**config.mk**
```make
export PLATFORM = sky130hd
export DESIGN_NAME = avalon_burst_master
export DESIGN_NICKNAME = d
export VERILOG_FILES = /design/src/rtl/avalon_pkg.sv /design/src/rtl/avalon_len_fifo.sv /design/src/rtl/avalon_burst_master.sv
export SDC_FILE = /design/constraint.sdc
export NUM_CORES = 1
export LEC_CHECK = 0
export ABC_CLOCK_PERIOD_IN_PS = 5000
export BUFFER_PORTS_ARGS = -buffer_cell sky130_fd_sc_hd__buf_2
export CAP_MARGIN = 20
export CORE_ASPECT_RATIO = 0.75
export CORE_UTILIZATION = 35
export DETAILED_ROUTE_END_ITERATION = 6
export MAX_ROUTING_LAYER = met4
export SLEW_MARGIN = 25
export SYNTH_ARGS = -nofsm -noshare
export SYNTH_HDL_FRONTEND = slang
export SYNTH_SLANG_ARGS = --single-unit
```
**constraint.sdc**
```tcl
create_clock -name ACLK -period 5 [get_ports ACLK]
set_input_delay 0.5 -clock ACLK [delete_from_list [all_inputs] [get_ports ACLK]]
set_output_delay 0.5 -clock ACLK [all_outputs]
set_load 0.02 [all_outputs]
```
**src/rtl/avalon_pkg.sv**
```systemverilog
// Shared types and width helpers for the Avalon burst master and its length FIFO.
package avalon_pkg;

  typedef enum logic [1:0] {
    ST_IDLE  = 2'd0,
    ST_WRITE = 2'd1,
    ST_READ  = 2'd2
  } state_e;

  // User burst lengths run 1..256, so lengths and remaining-beat counts need 9 bits.
  localparam int LEN_W = 9;

  function automatic int clog2(input int value);
    int r;
    r = 0;
    while ((1 << r) < value) r++;
    return r;
  endfunction

  // Width of avm_burstcount: must be able to hold C_MAX_BURST itself.
  function automatic int burst_cnt_width(input int max_burst);
    return clog2(max_burst) + 1;
  endfunction

  // Width of the in-sub-burst beat counter, which only counts 0..max_burst-1.
  function automatic int beat_cnt_width(input int max_burst);
    return (clog2(max_burst) > 0) ? clog2(max_burst) : 1;
  endfunction

endpackage

```
**src/rtl/avalon_len_fifo.sv**
```systemverilog
// Small synchronous FIFO holding the beat count of each accepted read command
// until its data has fully returned. Push and pop in the same cycle are both honoured.
module avalon_len_fifo
  import avalon_pkg::*;
#(
  parameter int DEPTH = 4,
  parameter int WIDTH = LEN_W
) (
  input  logic             clk,
  input  logic             rst,
  input  logic             push,
  input  logic [WIDTH-1:0] push_data,
  input  logic             pop,
  output logic [WIDTH-1:0] head,
  output logic             full,
  output logic             empty
);

  localparam int PTR_W = clog2(DEPTH);

  logic [WIDTH-1:0] mem_q [DEPTH];
  logic [WIDTH-1:0] mem_d [DEPTH];
  logic [PTR_W-1:0] wr_ptr_q, wr_ptr_d;
  logic [PTR_W-1:0] rd_ptr_q, rd_ptr_d;
  logic [PTR_W:0]   count_q, count_d;
  logic             do_push, do_pop;

  assign full  = (count_q == (PTR_W+1)'(DEPTH));
  assign empty = (count_q == '0);
  assign head  = mem_q[rd_ptr_q];

  // Next-state for storage, pointers and occupancy; pointers wrap since DEPTH is a power of 2.
  always_comb begin
    mem_d    = mem_q;
    wr_ptr_d = wr_ptr_q;
    rd_ptr_d = rd_ptr_q;
    count_d  = count_q;
    do_push  = push && !full;
    do_pop   = pop && !empty;
    if (do_push) begin
      mem_d[wr_ptr_q] = push_data;
      wr_ptr_d        = wr_ptr_q + 1'b1;
    end
    if (do_pop) begin
      rd_ptr_d = rd_ptr_q + 1'b1;
    end
    if (do_push && !do_pop) begin
      count_d = count_q + 1'b1;
    end else if (do_pop && !do_push) begin
      count_d = count_q - 1'b1;
    end
  end

  // Register stage; reset empties the FIFO.
  always_ff @(posedge clk or posedge rst) begin
    if (rst) begin
      for (int i = 0; i < DEPTH; i++) mem_q[i] <= '0;
      wr_ptr_q <= '0;
      rd_ptr_q <= '0;
      count_q  <= '0;
    end else begin
      mem_q    <= mem_d;
      wr_ptr_q <= wr_ptr_d;
      rd_ptr_q <= rd_ptr_d;
      count_q  <= count_d;
    end
  end

endmodule

```
**src/rtl/avalon_burst_master.sv**
```systemverilog
// Bridges an AXI-like user master onto an Avalon-MM pipelined burst master,
// splitting long user bursts into Avalon sub-bursts and generating rlast.
module avalon_burst_master
  import avalon_pkg::*;
#(
  parameter int C_AVM_ADDR_WIDTH  = 32,
  parameter int C_AVM_DATA_WIDTH  = 32,
  parameter logic [C_AVM_ADDR_WIDTH-1:0] C_AVM_TARGET = '0,
  parameter int C_MAX_BURST       = 16,
  parameter int C_MAX_OUTSTANDING = 4,
  localparam int BCW = burst_cnt_width(C_MAX_BURST)
) (
  input  logic                          ACLK,
  input  logic                          ARESET,
  input  logic [C_AVM_ADDR_WIDTH-1:0]   awaddr,
  input  logic [7:0]                    awlen,
  input  logic                          awvalid,
  output logic                          awready,
  input  logic [C_AVM_DATA_WIDTH-1:0]   wdata,
  input  logic [C_AVM_DATA_WIDTH/8-1:0] wstrb,
  input  logic                          wlast,
  input  logic                          wvalid,
  output logic                          wready,
  input  logic [C_AVM_ADDR_WIDTH-1:0]   araddr,
  input  logic [7:0]                    arlen,
  input  logic                          arvalid,
  output logic                          arready,
  output logic [C_AVM_DATA_WIDTH-1:0]   rdata,
  output logic                          rlast,
  output logic                          rvalid,
  input  logic                          rready,
  output logic                          error,
  output logic [C_AVM_ADDR_WIDTH-1:0]   avm_address,
  output logic [BCW-1:0]                avm_burstcount,
  output logic [C_AVM_DATA_WIDTH/8-1:0] avm_byteenable,
  output logic                          avm_read,
  output logic                          avm_write,
  output logic [C_AVM_DATA_WIDTH-1:0]   avm_writedata,
  input  logic                          avm_waitrequest,
  input  logic [C_AVM_DATA_WIDTH-1:0]   avm_readdata,
  input  logic                          avm_readdatavalid
);

  localparam int BEAT_W = beat_cnt_width(C_MAX_BURST);
  localparam int BYTES  = C_AVM_DATA_WIDTH / 8;

  state_e                      state_q, state_d;
  logic [C_AVM_ADDR_WIDTH-1:0] addr_q, addr_d;
  logic [LEN_W-1:0]            rem_q, rem_d;
  logic [BEAT_W-1:0]           beat_q, beat_d;
  logic [LEN_W-1:0]            ret_q, ret_d;
  logic                        awready_q, awready_d;
  logic                        arready_q, arready_d;
  logic                        error_q, error_d;

  logic [LEN_W-1:0]            sub;
  logic [C_AVM_ADDR_WIDTH-1:0] addr_step;
  logic                        sub_last_beat;
  logic                        final_sub;
  logic                        accept_beat;
  logic                        wlast_err;
  logic                        orphan_beat;
  logic                        rlast_c;
  logic                        fifo_push, fifo_pop, fifo_full, fifo_empty;
  logic [LEN_W-1:0]            fifo_head;
  logic                        unused_rready;

  // The read return path has no backpressure, so rready carries no information.
  assign unused_rready = rready;

  assign sub           = (rem_q > LEN_W'(C_MAX_BURST)) ? LEN_W'(C_MAX_BURST) : rem_q;
  assign addr_step     = C_AVM_ADDR_WIDTH'(sub) * C_AVM_ADDR_WIDTH'(BYTES);
  assign sub_last_beat = (beat_q == BEAT_W'(sub - 9'd1));
  assign final_sub     = (rem_q == sub);
  assign accept_beat   = (state_q == ST_WRITE) && wvalid && !avm_waitrequest;

  assign awready        = awready_q;
  assign arready        = arready_q;
  assign error          = error_q;
  assign avm_address    = addr_q;
  assign avm_burstcount = (rem_q == '0) ? BCW'(1) : BCW'(sub);
  assign avm_write      = (state_q == ST_WRITE) && wvalid;
  assign avm_read       = (state_q == ST_READ);
  assign wready         = (state_q == ST_WRITE) && !avm_waitrequest;
  assign avm_writedata  = (state_q == ST_WRITE) ? wdata : '0;
  assign avm_byteenable = (state_q == ST_WRITE) ? wstrb :
                          (state_q == ST_READ)  ? '1    : '0;
  assign rvalid         = avm_readdatavalid;
  assign rdata          = avm_readdata;
  assign rlast          = rlast_c;

  avalon_len_fifo #(
    .DEPTH (C_MAX_OUTSTANDING),
    .WIDTH (LEN_W)
  ) u_len_fifo (
    .clk       (ACLK),
    .rst       (ARESET),
    .push      (fifo_push),
    .push_data ({1'b0, arlen} + 9'd1),
    .pop       (fifo_pop),
    .head      (fifo_head),
    .full      (fifo_full),
    .empty     (fifo_empty)
  );

  // Command FSM: accepts user commands and walks address/remaining through sub-bursts.
  always_comb begin
    state_d   = state_q;
    addr_d    = addr_q;
    rem_d     = rem_q;
    beat_d    = beat_q;
    awready_d = 1'b0;
    arready_d = 1'b0;
    fifo_push = 1'b0;
    wlast_err = 1'b0;
    unique case (state_q)
      ST_IDLE: begin
        if (awvalid) begin
          awready_d = 1'b1;
          addr_d    = awaddr + C_AVM_TARGET;
          rem_d     = {1'b0, awlen} + 9'd1;
          beat_d    = '0;
          state_d   = ST_WRITE;
        end else if (arvalid && !fifo_full) begin
          arready_d = 1'b1;
          addr_d    = araddr + C_AVM_TARGET;
          rem_d     = {1'b0, arlen} + 9'd1;
          fifo_push = 1'b1;
          state_d   = ST_READ;
        end
      end
      ST_WRITE: begin
        if (accept_beat) begin
          wlast_err = (wlast != (final_sub && sub_last_beat));
          if (sub_last_beat) begin
            beat_d = '0;
            rem_d  = rem_q - sub;
            addr_d = addr_q + addr_step;
            if (final_sub) state_d = ST_IDLE;
          end else begin
            beat_d = beat_q + 1'b1;
          end
        end
      end
      ST_READ: begin
        if (!avm_waitrequest) begin
          rem_d  = rem_q - sub;
          addr_d = addr_q + addr_step;
          if (final_sub) state_d = ST_IDLE;
        end
      end
      default: state_d = ST_IDLE;
    endcase
  end

  // Read return tracking: count beats against the oldest command length and flag orphans.
  always_comb begin
    ret_d       = ret_q;
    fifo_pop    = 1'b0;
    rlast_c     = 1'b0;
    orphan_beat = 1'b0;
    if (avm_readdatavalid) begin
      if (fifo_empty) begin
        orphan_beat = 1'b1;
      end else if (ret_q == fifo_head - 9'd1) begin
        rlast_c  = 1'b1;
        fifo_pop = 1'b1;
        ret_d    = '0;
      end else begin
        ret_d = ret_q + 9'd1;
      end
    end
  end

  // Sticky protocol error: only a reset clears it.
  always_comb begin
    error_d = error_q || wlast_err || orphan_beat;
  end

  // State registers.
  always_ff @(posedge ACLK or posedge ARESET) begin
    if (ARESET) begin
      state_q   <= ST_IDLE;
      addr_q    <= '0;
      rem_q     <= '0;
      beat_q    <= '0;
      ret_q     <= '0;
      awready_q <= 1'b0;
      arready_q <= 1'b0;
      error_q   <= 1'b0;
    end else begin
      state_q   <= state_d;
      addr_q    <= addr_d;
      rem_q     <= rem_d;
      beat_q    <= beat_d;
      ret_q     <= ret_d;
      awready_q <= awready_d;
      arready_q <= arready_d;
      error_q   <= error_d;
    end
  end

endmodule

```
### Word level (Yosys, flattened, before mapping)

Index checks and enable logic that the tools add are counted.

| operators by class | value |
|---|---|
| add/subtract/negate cells | 12 |
| order comparisons | 4 |
| equal/unequal tests | 12 |
| mux-type cells | 49 |
| bitwise operators | 3 |
| reduce and logical (&&, ||, !) cells | 27 |

Operator list:

| cell | count |
|---|---|
| 32-bit two-way mux | 6 |
| 32-bit one-hot mux with 3 select lines | 1 |
| 9-bit two-way mux | 10 |
| 36-bit bitwise mux | 1 |
| 32-bit by 11-bit adder with 32-bit output | 1 |
| 9-bit one-hot mux with 3 select lines | 1 |
| 4-bit two-way mux | 5 |
| 8-bit by 1-bit adder with 9-bit output, second input constant | 2 |
| 9-bit binary-select mux with 2-bit select | 1 |
| 9-bit demux with 2-bit select | 1 |
| 9-bit == test | 2 |
| 1-bit two-way mux | 12 |
| 2-bit two-way mux | 6 |
| 1-bit logical AND | 10 |
| 9-bit by 1-bit adder with 9-bit output, second input constant | 1 |
| 9-bit by 5-bit greater-than comparator with 1-bit output, second input constant | 1 |
| 9-bit logical NOT | 1 |
| 9-bit by 1-bit subtractor with 9-bit output, second input constant | 1 |
| 9-bit subtractor | 1 |
| 2-bit inequality test, second input constant | 4 |
| 4-bit one-hot mux with 2 select lines | 1 |
| 3-bit greater-or-equal comparator, second input constant | 2 |
| 3-bit two-way mux | 2 |
| 2-bit NOT with 3-bit output | 2 |
| 25 further kinds | 32 |

| word-level totals | value |
|---|---|
| register bits | 102 |
| input bits | 157 |
| output and inout port bits | 113 |
| word-level logic and storage cells | 122 |

### Logic depth before layout (Yosys ltp)

Gate-level depths: netlist of the first run.

| logic depth | value |
|---|---|
| depth in word-level cells | 13 |
| gate-level depth with buffers | 16 |
| gate-level depth less buffers | 15 |

### Hierarchy

From an unflattened synthesis of the first run, not the netlist that was laid out.

| second synthesis, totals | value |
|---|---|
| cell total of the unflattened synthesis | 823 |
| area total of the unflattened synthesis | 7521.0 sq um |

By module, submodules not included:

| module | instances | cells an instance | area an instance (sq um) | sequential area each (sq um) |
|---|---|---|---|---|
| avalon_burst_master | 1 | 701 | 5567.8 | 1476.4 |
| avalon_len_fifo | 1 | 122 | 1953.1 | 1076.0 |

### Worst setup path after synthesis of the first run

OpenSTA, ideal clock, no wires.

| timing | value |
|---|---|
| kind | register -> register |
| start point | register u_len_fifo.rd_ptr_q[0] |
| end point | register u_len_fifo.count_q[1] |
| library setup time | 0.125 ns |
| arrival | 3.935 ns |
| data required time | 4.875 ns |
| slack | 0.940 ns |
| stages on the path, launching flop included | 13 |
| path buffers | 1 |
| period minus slack after synthesis | 4.060 ns |
| cell sequence | dfrtp_1 > buf_6 > mux4_2 > or4_4 > or3_1 > a211o_1 > a2111o_1 > nor2_4 > inv_1 > ha_1 > inv_1 > fa_1 > mux2_2 |

| on the way | value |
|---|---|
| word-level cells in the longest chain between the ends | 13 |
| elaborated cells on any way between the ends | 15 |
| those cells by class | 1 x add/sub; 1 x eq/ne; 7 x mux; 1 x bitwise; 5 x reduce/logical |

RTL lines:

| what | RTL line | RTL |
|---|---|---|
| start: declaration | avalon_len_fifo.sv:24 | `logic [PTR_W-1:0] rd_ptr_q, rd_ptr_d;` |
| start signal: assignment | avalon_len_fifo.sv:64 | `rd_ptr_q <= rd_ptr_d;` |
| 2-bit NOT with 3-bit output (not written as such) | avalon_len_fifo.sv:30 | `assign head = mem_q[rd_ptr_q];` |
| 9-bit binary-select mux with 2-bit select | avalon_len_fifo.sv:30 |  |
| 9-bit two-way mux (not written as such) (2 in a row) | avalon_len_fifo.sv:30 |  |
| 9-bit by 1-bit subtractor with 9-bit output | avalon_burst_master.sv:165 | `end else if (ret_q == fifo_head - 9'd1) begin` |
| 9-bit == test | avalon_burst_master.sv:165 |  |
| 1-bit two-way mux (3 in a row) | n/a |  |
| via rlast | avalon_burst_master.sv:29 | `output logic rlast,` |
| 1-bit logical AND | avalon_len_fifo.sv:39 | `do_pop = pop && !empty;` |
| 1-bit logical NOT | avalon_len_fifo.sv:47 | `if (do_push && !do_pop) begin` |
| 1-bit logical AND | avalon_len_fifo.sv:47 |  |
| 3-bit two-way mux | avalon_len_fifo.sv:47 |  |
| via u_len_fifo.count_d[1] | avalon_len_fifo.sv:25 | `logic [PTR_W:0] count_q, count_d;` |
| end signal: assignment | avalon_len_fifo.sv:65 | `count_q <= count_d;` |
| end: declaration | avalon_len_fifo.sv:25 |  |

The timed path passes the listed nets, and every way through them passes these cells. The select of a mux whose other input is x is not followed.
A chain may end at the register's enable or synchronous reset.

### Final worst setup path of the first run

| timing | value |
|---|---|
| start point | register u_len_fifo.rd_ptr_q[0] |
| end point | output port rlast |

| on the way | value |
|---|---|
| word-level cells in the longest chain between the ends | 9 |

RTL lines:

| what | RTL line | RTL |
|---|---|---|
| 2-bit NOT with 3-bit output (not written as such) | avalon_len_fifo.sv:30 |  |
| 9-bit binary-select mux with 2-bit select | avalon_len_fifo.sv:30 |  |
| 9-bit two-way mux (not written as such) (2 in a row) | avalon_len_fifo.sv:30 |  |
| 9-bit by 1-bit subtractor with 9-bit output | avalon_burst_master.sv:165 |  |
| 9-bit == test | avalon_burst_master.sv:165 |  |
| 1-bit two-way mux | avalon_burst_master.sv:165 |  |
| 1-bit two-way mux | avalon_burst_master.sv:163 | `if (fifo_empty) begin` |
| 1-bit two-way mux | avalon_burst_master.sv:162 | `if (avm_readdatavalid) begin` |
| end: declaration | avalon_burst_master.sv:29 |  |

Every way passes these cells. The select of a mux whose other input is x is not followed.

==> qor.yml, run 1 <==
status:
  status: "completed"
setup_path:
  start_kind: "flip-flop"
  cp-end-kind: "primary output"
  required_ns: 4.50
  worstPathCellList: "mux4_1 -> or4_4 -> or3_1 -> a211o_1 -> a2111o_1 -> nor2_4 -> buf_4 -> buf_2"
  worstPathMaxFanout: 10
  crit_type: "reg -> out"
  cpPeakStageDelay_ns: 0.72
  slowest_stage: "dfrtp_1"
  path_buf_inv: 2
  cp_data_arrival_time_ns: 3.94
  critPathTopFamily: "simple AND/OR/NAND/NOR gates"
synthesis:
  syn_avg_cell_area_um2: 8.98
  synthSimpleGateAreaFrac_pct: 20.8
  synthAdderAreaFrac_pct: 4.83
  synth_top_family_by_area: "simple AND/OR/NAND/NOR gates"
  ys.warnings.count: 0
  yosysSeqAreaShare_pct: 34.9
  ys_async_sr_fraction_pct: 100
  synth_compound_area_share_pct: 15.3
  synth-main-ff-cell: "dfrtp_1"
  synth_edf_count: 0
  ys_ff_latch: 102
  ys_types: 63
  synth_xor_area_share_pct: 5.36
  synth.mux.area_fraction_pct: 11.8
  netlist_area_um2: 7310
  netlist_instances: 814
routing:
  vias_per_cell: 5.12
  wl_um: 19600
  dr_total_vias: 6443
  drtAntennaViolNets: 0
  first_pass_iters: 4
  dr.first_iter.drc_count: 256
  wl_per_cell_um: 15.6
  drc_errors: 0
cts:
  cts_buffers: 9
  worstSkewPairLatency_ns: 0.36
  cts_root_buffer: "clkbuf_16"
  h-tree-depth: 3
  clockBufferDepth: 2
  clk_pin_slew_worst_paths_ns: 0.07
  cts_num_sinks: 102
  cts_resized: 0
  cts_hold_buf: 0
  postCtsSetupRepairBufs: 0
  cts_tree: "done"
sta:
  fin_crit_ns: 4.44
  finalCritPeriodShare_pct: 88.9
  tightest_slew_ns: 0.929
  clock_skew_ns: 0.00849
  setup_viol: 0
  slew-limit-headroom_pct: 37.5
  finalHoldViolations: 0
  report.final.slew_viol_count: 0
  fin_setup_tns_ns: 0
  maxClockFrequency_ghz: 0.225
  rsz0062_at_grt: "false"
power_and_ir_drop:
  p_per_area_nw_per_um2: 616
  power.leakage_nw: 4.19
  max-vdd-ir-drop_v: 0.000238
die:
  die_area_um2: 21500
  initial_core_util_pct: 35.9
  die_h_um: 127
  rows: 45
  die_width_um: 169
  io_pins: 270
  coreArea_um2: 20300
place:
  dp_hpwl_um: 14600
  port_buffers: 204
  gp_congestion: 0.812
finish:
  syn2layout_area_growth_pct: 18.6
  drive_gt1_share_pct: 28.6
  utilization_pct: 42.7
  nets: 1149
global_routing:
  grt_use_total_pct: 19.3
  grt_pass1_vias: 6030
  grt.overflow.total: 0
  grt_start_max_net_pins: 73
  antenna_found_initial: 5
  grt_pass1_wl_um: 31300
hold_path:
  hold_class: "in -> async"
flow_run:
  cap_viol_max_count: 0
[cell usage in the layout (no fill, tap or decap), types with 9 or more instances in the layout]
cell type    n
nand3_1     27
buf_2      204
inv_1       20
nor2_1      61
a21oi_1     39
buf_4        9
mux2_2      29
nand4_1     11
xnor2_1     26
clkbuf_16    9
dfrtp_1    102
nand2_1     82
and3_1      13
o21ai_0     56
nand2b_1    10
mux2i_1     31
and2_1      43
ha_1        24
xor2_1      16
[final cells by class]
cell class              instances  area [um^2]
fillers                      2025        11700
multi-input cells             618         4270
flip-flops and latches        102         2550
clock buffers                   9          225
inverters                      21         83.8
well taps                     282          353
repair buffers                213         1090
clock inverters                 7         78.8
diodes                          6         15.0
[power by group]
group	leakage, nW	internal (W)	switching [W]
sequential	1.26	0.00120	0.000391
clock	0.151	0.000395	0.000340
combinational	2.78	0.00124	0.00177
[path summary, 6_finish.rpt]
check                                        from              endpoint  slack (ns)  cells after the start
min in group ACLK                         arvalid               arready        0.40                      3
setup reg to reg                         rem_q[0]       avm_address[27]        0.60                     11
setup / recovery           u_len_fifo.rd_ptr_q[0]                 rlast        0.56                      8
max in group asynchronous                  ARESET       avm_address[31]        3.82                      3
hold reg to reg              u_len_fifo.mem_q[14]  u_len_fifo.mem_q[14]        0.47                      2
hold / removal                             ARESET              ret_q[7]        0.24                      2
[synth_stat cells, drive strengths merged, types with 3 or more instances]
library cell / instances / area share [%]
nor2b: 7 / 0.60
nand3: 27 / 1.8
nor4: 6 / 0.51
o31ai: 7 / 0.72
mux4: 9 / 3.1
inv: 21 / 1.1
a211o: 6 / 0.72
a31o: 6 / 0.72
a21oi: 39 / 2.7
a22o: 5 / 0.60
or3: 6 / 0.51
nand2b: 10 / 0.86
nand4: 11 / 0.94
and4b: 3 / 0.41
xor2: 16 / 1.9
a2111oi: 4 / 0.48
a221oi: 8 / 0.96
a21o: 5 / 0.51
xnor2: 26 / 3.1
o211ai: 6 / 0.62
buf: 36 / 3.7
o22ai: 8 / 0.68
nand3b: 3 / 0.31
clkbuf: 40 / 2.1
or4: 3 / 0.36
nor2: 62 / 3.3
mux2: 29 / 4.5
nor3b: 3 / 0.31
dfrtp: 102 / 35
o21ai: 57 / 3.9
ha: 25 / 4.3
o21a: 3 / 0.31
a211oi: 4 / 0.41
nand2: 82 / 4.2
and3: 13 / 1.1
a31oi: 5 / 0.43
mux2i: 31 / 4.2
and2: 43 / 3.7
o21bai: 5 / 0.51
nor3: 7 / 0.48
[logic make-up after synthesis]
| family | Yosys count |
|---|---|
| muxes | 69 |
| AOI/OAI and AO/OA | 176 |
| other | 2 |
| and+or+nand+nor | 298 |
| DFF | 102 |
| xor gates and xnor gates | 43 |
| buffers and inverters | 97 |
| adders and majority gates | 27 |
[per-stage QoR]
step,worst slack (ns),std cells,total power (W),cell area (um^2),hold WS (ns)
detailed placement,0.614,1236,0.00461,8350,0.466
global route,0.239,1257,0.00583,8670,0.304
floorplan,0.940,817,0.00382,7320,0.442
CTS,0.517,1252,0.00539,8650,0.378
global placement,0.687,1236,0.00456,8350,0.454
finish,0.557,1258,0.00534,8670,0.238
[flip-flops by register name, summed over array words and instances (netlist names)]
name                 cells
arready                  1
u_len_fifo.rd_ptr_q      2
state_q                  2
ret_q                    9
rem_q                    9
u_len_fifo.mem_q        36
beat_q                   4
awready                  1
avm_address             32
error                    1
u_len_fifo.count_q       3
u_len_fifo.wr_ptr_q      2
[per-layer routing]
layer / part of all wire, % / track usage [%]
met3: 6.8 / 5.39
met5: 0 / -
met1: 47 / 25.0
met4: 1.7 / 4.71
met2: 45 / 29.7
(Power assumes the default switching activity.)
==> run 2: changes to the inputs <==
CORE_UTILIZATION = 45   (was 35)
PLACE_DENSITY = 0.74   (was not set)
RECOVER_POWER = 100   (was not set)
==> qor.yml, run 2 (same netlist as run 1, synthesis figures left out) <==
finish:
  instances_no_fill: 1174  # -6.7%
  utilization_pct: 54.1  # +11 points
  largest_reg_flops: 36  # unchanged
  num_antenna_cells: 0  # -6
  nets: 1149  # unchanged
  largest-register: "u_len_fifo.mem_q"
  fillers: 1500  # -26%
  syn2layout_area_growth_pct: 15.3
  drive_gt1_share_pct: 21.9  # -6.7 points
  final_area_um2: 8420  # -2.8%
  final_common_cell: "buf_2"
  layout_common_cells: "buf_2, dfrtp_1, nand2_1, nor2_1, clkbuf_1"
setup_path:
  rr_endpoint: "u_len_fifo.count_q[1]"
  cp-end-kind: "primary output"
  crit_type: "reg -> out"
  start_kind: "flip-flop"
  r2r_cells: 11  # unchanged
  ff2ff_setup_slack_ns: 0.64  # +0.04 ns
  r2r-start: "u_len_fifo.rd_ptr_q[0]"
  worstPathMaxFanout: 10  # unchanged
  required_ns: 4.50  # about the same
  cp_data_arrival_time_ns: 4.01  # +0.07 ns
sta:
  finalHoldViolations: 0  # unchanged
  tightest_slew_ns: 3.07  # +2.14 ns
  clock_skew_ns: 0.0179  # +0.00938 ns
  fin_setup_tns_ns: 0  # unchanged
  fin_crit_ns: 4.51  # +0.0675 ns
  finalCritPeriodShare_pct: 90.2  # +1.4 points
  maxClockFrequency_ghz: 0.222  # -1.5%
  setup_viol: 0  # unchanged
  report.final.slew_viol_count: 107  # +107
  slew-limit-headroom_pct: -104  # -140 points
  holdWs_ns: 0.407  # +0.169 ns
  rsz0062_at_grt: "false"
global_routing:
  grt_pass1_wl_um: 31200  # -0.49%
  antenna_found_initial: 0  # -5
  grt_pass1_vias: 6126  # +1.6%
  grt_use_total_pct: 24.7  # +5.4 points
  grt.overflow.total: 0  # unchanged
  grt_start_max_net_pins: 54  # -26%
cts:
  cts_hold_buf: 0  # unchanged
  postCtsSetupRepairBufs: 0  # unchanged
  worstSkewPairLatency_ns: 0.37  # about the same
  cts_root_buffer: "clkbuf_16"
  h-tree-depth: 3  # unchanged
  cts_tree: "done"
  cts_buffers: 9  # unchanged
  clk_pin_slew_worst_paths_ns: 0.07  # about the same
  cts_num_sinks: 102  # unchanged
  cts_resized: 0  # unchanged
  clockBufferDepth: 2  # unchanged
routing:
  wl_per_cell_um: 16.7  # +7.2%
  vias_per_cell: 5.60  # +9.3%
  drc_errors: 0  # unchanged
  dr_total_vias: 6571  # +2.0%
  drtAntennaViolNets: 0  # unchanged
  wl_um: 19600  # unchanged
  first_pass_iters: 4  # unchanged
  dr.first_iter.drc_count: 304  # +19%
power_and_ir_drop:
  p_per_area_nw_per_um2: 621  # +0.92%
  p_seq_share_pct: 30.2  # +0.5 points
  p_comb_share_pct: 57.0  # +0.5 points
  power.share.switching_pct: 48.1  # +1.2 points
  power.clock.fraction_pct: 12.8  # -1.0 points
  max-vdd-ir-drop_v: 0.000297  # +25%
  power.leakage_nw: 3.94  # -5.9%
  switchingPower_w: 0.00252  # +0.51%
  p_int_w: 0.00272  # -4.1%
place:
  dp_hpwl_um: 14700  # +0.61%
  dp.cells: 1159  # -6.2%
  port_buffers: 204  # unchanged
  placed_cell_area_um2: 8250  # -1.2%
  gp_congestion: 0.862  # +6.1%
die:
  die_h_um: 112  # -12%
  die_area_um2: 16800  # -22%
  io_pins: 270  # unchanged
  coreArea_um2: 15600  # -23%
  die_width_um: 149  # -12%
  initial_core_util_pct: 46.9  # +11 points
  rows: 39  # -13%
hold_path:
  hold_class: "in -> reg"
  whs_endpoint: "error"
  hold_path_depth: 3
  min-delay-start: "avm_readdatavalid"
status:
  status: "finished, violations left"
  violations: "max-capacitance violations, max-slew violations"
flow_run:
  cap_viol_max_count: 2  # +2
-- run 2: changes by cell type in the layout (fill, tap and decap cells not counted), moves of 4 or more --
| cell | change |
|---|---|
| diode_2 | -6 |
| buf_4 | -4 |
| buf_2 | -58 |
| and2_0 | +22 |
| and2_1 | -22 |
| clkbuf_1 | +61 |
-- run 2: layout make-up --
cell class                 count  area [um^2]  area share [%]
clock buffer                  11          233            2.76
clock inverter                 4         33.8           0.401
inverter                      21         80.1           0.951
multi-input combinational    618         4260            50.6
sequential                   102         2550            30.3
tap                          205          256            3.05
timing repair buffer         213         1000            11.9
-- run 2: how the worst max path moves through the flow --
stage | cells after the start | end | from
after global routing | 12 | avm_address[26] | rem_q[1]
final | 8 | rlast | u_len_fifo.rd_ptr_q[0]
after detailed placement | 11 | u_len_fifo.count_q[1] | u_len_fifo.rd_ptr_q[0]
after CTS | 8 | rlast | u_len_fifo.rd_ptr_q[0]
after floorplan | 12 | u_len_fifo.count_q[1] | u_len_fifo.rd_ptr_q[0]
after global placement | 11 | u_len_fifo.count_q[1] | u_len_fifo.rd_ptr_q[0]
-- run 2: metal layers --
layer	share of wire (%)	wire, um	up-vias	track usage (%)
li1	-	-	3183	-
met5	0	0	-	-
met4	1.8	362	0	7.21
met1	44	8680	3110	31.6
met3	7.2	1420	21	5.41
met2	47	9150	257	39.2
-- run 2: worst max-delay path, stage by stage (launching register included) --
cell and delay, ns:
dfrtp_1 0.67, mux4_2 0.65, or4_1 0.60, or3_1 0.40, a211o_1 0.29, a2111o_1 0.47, nor2_4 0.15, buf_4 0.19
clkbuf_1 0.24
-- run 2: metrics by stage --
step / total power [W] / setup slack, ns
after CTS: 0.00531 / 0.572
after global routing: 0.00570 / 0.270
after detailed placement: 0.00462 / 0.679
after global placement: 0.00454 / 0.725
final: 0.00523 / 0.489
after floorplan: 0.00382 / 0.940
-- run 2: power by group through the flow --
stage | logic [W] | clock network (W) | registers [W]
3_5_place_dp | 0.00304 | 0 | 0.00158
2_1_floorplan | 0.00220 | 0 | 0.00162
3_3_place_gp | 0.00297 | 0 | 0.00157
6_report | 0.00298 | 0.000669 | 0.00158
5_1_grt | 0.00333 | 0.000720 | 0.00164
4_1_cts | 0.00305 | 0.000684 | 0.00157
